===== src/rtl/stopwatch_timer_ctrl.sv =====
// ---------------------------------------------------------------------------
// stopwatch_timer_ctrl
//
// Stopwatch/timer controller. It contains the run/pause/idle FSM, a clock
// prescaler and the count register. The count runs up (stopwatch) or down to
// zero (timer). The block drives the count value directly to the display path.
//
// Optional feature macro: TIMER_LAP_EN
//   defined   : lap captures the pre-edge count while RUNNING or PAUSED.
//   undefined : lap is ignored; lap_val and lap_valid are tied to 0.
//
// Parameters
//   CNT_W     width of count, load_val and lap_val
//   PRESCALE  clock cycles per count step (>= 1)
//
// Ports
//   clk        system clock, rising edge
//   rst        synchronous active-high reset
//   start      start from IDLE/DONE, resume from PAUSED
//   stop       pause while RUNNING
//   clear      return to IDLE from any state (keeps the latched mode)
//   mode       0 = up-count, 1 = down-count (sampled when a start is accepted)
//   load_val   down-count start value (sampled with mode)
//   lap        lap-capture strobe
//   count      current count value
//   status     00 IDLE, 01 RUNNING, 10 PAUSED, 11 DONE
//   tick       one-cycle pulse with each new count value from a step
//   ovf        one-cycle pulse when an up-count wraps to 0
//   done       one-cycle pulse on entry to DONE
//   lap_val    captured count
//   lap_valid  set by the first capture, cleared by rst/clear
// ---------------------------------------------------------------------------
module stopwatch_timer_ctrl #(
  parameter int unsigned CNT_W    = 16,
  parameter int unsigned PRESCALE = 1000
) (
  input  logic             clk,
  input  logic             rst,
  input  logic             start,
  input  logic             stop,
  input  logic             clear,
  input  logic             mode,
  input  logic [CNT_W-1:0] load_val,
  input  logic             lap,
  output logic [CNT_W-1:0] count,
  output logic [1:0]       status,
  output logic             tick,
  output logic             ovf,
  output logic             done,
  output logic [CNT_W-1:0] lap_val,
  output logic             lap_valid
);

  localparam int unsigned   PW      = (PRESCALE > 1) ? $clog2(PRESCALE) : 1;
  localparam logic [PW-1:0] PRE_MAX = PW'(PRESCALE - 1);

  typedef enum logic [1:0] {
    S_IDLE  = 2'b00,
    S_RUN   = 2'b01,
    S_PAUSE = 2'b10,
    S_DONE  = 2'b11
  } state_t;

  state_t          state;
  logic [PW-1:0]   presc;
  logic            mode_q;
  logic            terminal;
  logic            start_ok;

  assign terminal = (presc == PRE_MAX);
  // start together with stop never causes a transition
  assign start_ok = start & ~stop;
  assign status   = state;

  always_ff @(posedge clk) begin
    tick <= 1'b0;
    ovf  <= 1'b0;
    done <= 1'b0;
    if (rst) begin
      state  <= S_IDLE;
      count  <= '0;
      presc  <= '0;
      mode_q <= 1'b0;
    end else if (clear) begin
      state <= S_IDLE;
      count <= '0;
      presc <= '0;
    end else begin
      case (state)
        S_IDLE, S_DONE: begin
          if (start_ok) begin
            mode_q <= mode;
            presc  <= '0;
            if (mode && (load_val == '0)) begin
              // a zero-length countdown finishes immediately
              state <= S_DONE;
              count <= '0;
              done  <= 1'b1;
            end else begin
              state <= S_RUN;
              count <= mode ? load_val : '0;
            end
          end
        end

        S_RUN: begin
          if (terminal) begin
            // a terminal cycle steps even when stop is sampled with it
            presc <= '0;
            tick  <= 1'b1;
            if (mode_q) begin
              count <= count - CNT_W'(1);
              if (count == CNT_W'(1)) begin
                state <= S_DONE;
                done  <= 1'b1;
              end else if (stop) begin
                state <= S_PAUSE;
              end
            end else begin
              count <= count + CNT_W'(1);
              ovf   <= &count;
              if (stop) begin
                state <= S_PAUSE;
              end
            end
          end else if (stop) begin
            // freeze the prescaler so the resumed period is not shortened
            state <= S_PAUSE;
          end else begin
            presc <= presc + PW'(1);
          end
        end

        S_PAUSE: begin
          if (start_ok) begin
            state <= S_RUN;
          end
        end
      endcase
    end
  end

`ifdef TIMER_LAP_EN
  always_ff @(posedge clk) begin
    if (rst || clear) begin
      lap_val   <= '0;
      lap_valid <= 1'b0;
    end else if (lap && ((state == S_RUN) || (state == S_PAUSE))) begin
      lap_val   <= count;
      lap_valid <= 1'b1;
    end
  end
`else
  assign lap_val   = '0;
  assign lap_valid = 1'b0;

  logic unused_lap;
  assign unused_lap = lap;
`endif

endmodule


===== config.mk =====
export PLATFORM = sky130hd
export DESIGN_NAME = stopwatch_timer_ctrl
export DESIGN_NICKNAME = d
export VERILOG_FILES = /design/src/rtl/stopwatch_timer_ctrl.sv
export SDC_FILE = /design/constraint.sdc
export NUM_CORES = 1
export LEC_CHECK = 0
export CORE_UTILIZATION = 40
export CTS_CLUSTER_DIAMETER = 150
export DETAILED_ROUTE_END_ITERATION = 6
export PLACE_DENSITY = 0.68
export SLEW_MARGIN = 25
export SYNTH_ARGS = -nofsm -noshare
export SYNTH_HDL_FRONTEND = slang
export SYNTH_SLANG_ARGS = --single-unit

===== constraint.sdc =====
create_clock -name clk -period 2.9 [get_ports clk]
set_input_delay 0.29 -clock clk [delete_from_list [all_inputs] [get_ports clk]]
set_output_delay 0.29 -clock clk [all_outputs]
set_load 0.1 [all_outputs]

==> impl_metrics.toml <==
[die]
core_sq_um = 5470
die_w_um = 77.2
row_count = 27
dieArea_sq_um = 5960
ios = 61
die_y_um = 77.2
initial_core_util_pct = 41.3

[global_routing]
grt_pass1_vias = 2150
antenna_found_initial = 0
grt_max_degree = 28
grt_usage_pct = 21.2
grt_pass1_wl_um = 10100
gr-total-overflow = 0

[synthesis]
synth.avg_cell_area_sq_um = 7.49
synth_top_cell_by_area = "dfxtp_1"
synth_edf_count = 0
synth-xor-area-share_pct = 3.48
yosysMostFrequentCell = "dfxtp_1"
synthMuxAreaShare_pct = 0.885
synth-simple-area-share_pct = 31.8
synth-compound-area-share_pct = 21.5
synth_top_area_share_pct = 28.3
ys_top_cells_by_area = "dfxtp_1 (28%), buf_4 (5.6%), a21oi_1 (4.6%)"
synth_flop_cell = "dfxtp_1"
synthCells = 302
ys_top_cells_by_count = "dfxtp_1 (32), nor2_1 (27), a21oi_1 (21), nand2_1 (21), buf_4 (17)"
synth_cell_types = 51
synthAdderAreaFrac_pct = 3.32
synth_top_family_by_area = "simple AND/OR/NAND/NOR gates"
synthArstFlopShare_pct = 0
syn-cell-area_sq_um = 2260
yosys_warnings = 0
ys_seq_elements = 32
synth-seq-area-share_pct = 28.3

[critical_path]
end_kind = "register"
crit_chain = "inv_1 -> ha_1 -> nand3b_1 -> and2_1 -> a21o_1 -> nand2_1 -> a21oi_1"
slowest_delay_ps = 480
crit_type = "reg2reg"
crit_arrival_ps = 2550
crit_family = "simple AND/OR/NAND/NOR gates"
crit_fanout = 17
crit_buf_inv = 1
critPathRequiredTime_ps = 3120
slowest_stage = "a21o_1"
start_kind = "register"

[clocking]
cts_buffer_depth = 2
clk_latency_ps = 290
cts.sinks = 32
cts_hold_buf = 0
clk_pin_slew_ps = 70
ctsHtreeMaxLevel = 2
post-cts-setup-buffers = 0
cts_tree = "done"
numCtsBuffers = 5
cts_resized = 0
cts_root_buffer = "clkbuf_8"

[timing]
post-route-period-util_pct = 80.5
drv_slew = 0
setup-violations-final = 0
slew_headroom_pct = 60.5
timing.hold.ws_ps = 509
fin_skew_ps = 9.50
tns_ps = 0
fmax_mhz = 429
period_needed_ps = 2330
hold_viol = 0
rsz0062_at_grt = "false"
worstMarginPinSlew_ps = 592

[layout]
antennaDiodeCount = 0
layout-drive-gt1-share_pct = 11.3
fin_util_pct = 49.8
fin_nets = 365
syn2layout_area_growth_pct = 20.6

[placement]
gp_congestion = 0.830
io_buffer_count = 42
dp.final_hpwl_um = 4430

[power_and_ir_drop]
ir_drop_mv = 0.221
leakage_nw = 1.01
powerDensity_nw_per_um2 = 462

[job]
maxCapViolCount = 0

[drt]
ant_nets = 0
vias = 2333
wire_per_inst_um = 14.8
drtPass1Iterations = 5
first_iter_violations = 253
vias_per_cell = 5.70
drc = 0
wirelength_um = 6040

[run_status]
status = "completed"

[worst_hold_path]
hold_class = "reg2reg"
-- sequential cells by signal (all words and copies together) (netlist names) --
name,flops
count,16
done,1
mode_q,1
ovf,1
presc,10
status,2
tick,1
-- cells by family (layout without fill, tap and decap cells) --
family,count (synthesis),in the layout
AND/OR/NAND/NOR,129,129
AO/OA/AOI/OAI,77,77
buffers and inverters,46,65
flip-flops,32,32
XOR/XNOR,9,9
adder cells (fa/ha/maj),6,6
multiplexers,2,2
other,1,17
-- stage by stage --
stage	cell area [sq um]	setup slack, ps	power [mW]	std cells
2_1_floorplan	2320	120	0.767	318
3_3_place_gp	2620	528	0.830	401
3_5_place_dp	2620	505	0.833	401
4_1_cts	2730	568	1.27	409
5_1_grt	2730	325	1.32	409
6_report	2730	566	1.26	409
-- layout by cell type, fill, tap and decap left out, types with 5 or more instances in the layout --
cell type	Yosys	routed
a21oi_1	21	21
a31oi_1	6	6
buf_4	17	26
clkbuf_8	0	5
clkdlybuf4s50_1	0	21
conb_1	1	17
dfxtp_1	32	32
ha_1	6	6
inv_1	10	10
nand2_1	21	21
nand3_1	10	10
nand4_1	6	6
nor2_1	27	27
nor3_1	10	10
nor3b_1	6	6
nor4_1	13	13
o21ai_0	15	15
o22ai_1	5	5
or3_1	6	6
xnor2_1	5	5
-- layer usage --
layer	part of all wire, %	track usage (%)	up-vias
met5	0	0	-
met4	1.7	9.43	0
met3	6.5	3.69	9
met2	48	34.9	88
met1	44	26.8	1085
li1	-	-	1151
-- final timing paths --
kind / cells after the start / start / end / slack, ps
min reg2reg: 2 / count[14]$_SDFFE_PP0P_ / count[14]$_SDFFE_PP0P_ / 510
max reg2reg: 7 / status[0]$_SDFFE_PP0P_ / presc[3]$_SDFFE_PP0P_ / 570
min: 2 / count[14]$_SDFFE_PP0P_ / count[14]$_SDFFE_PP0P_ / 510
max: 7 / status[0]$_SDFFE_PP0P_ / presc[3]$_SDFFE_PP0P_ / 570
-- worst min-delay path, cell delays in order, from the launching register on --
cell and delay, ps:
dfxtp_1 350, nand2_1 70, a21oi_1 50
-- cell type report --
cell class,count,area (sq um)
multi-input cells,240,1440
repair buffers,47,405
clock buffers,5,68.8
inverters,10,37.5
flip-flops and latches,32,641
well taps,72,90.1
clock inverters,3,42.5
fillers,577,2750
-- power by group --
| group | internal (mW) | total [mW] | leakage, nW | switching [mW] |
|---|---|---|---|---|
| Sequential | 0.449 | 0.467 | 0.259 | 0.0180 |
| Combinational | 0.0901 | 0.358 | 0.696 | 0.268 |
| Clock | 0.254 | 0.436 | 0.0541 | 0.182 |
| Total | 0.793 | 1.26 | 1.01 | 0.468 |
No activity file was read; power rests on OpenSTA's default activity.
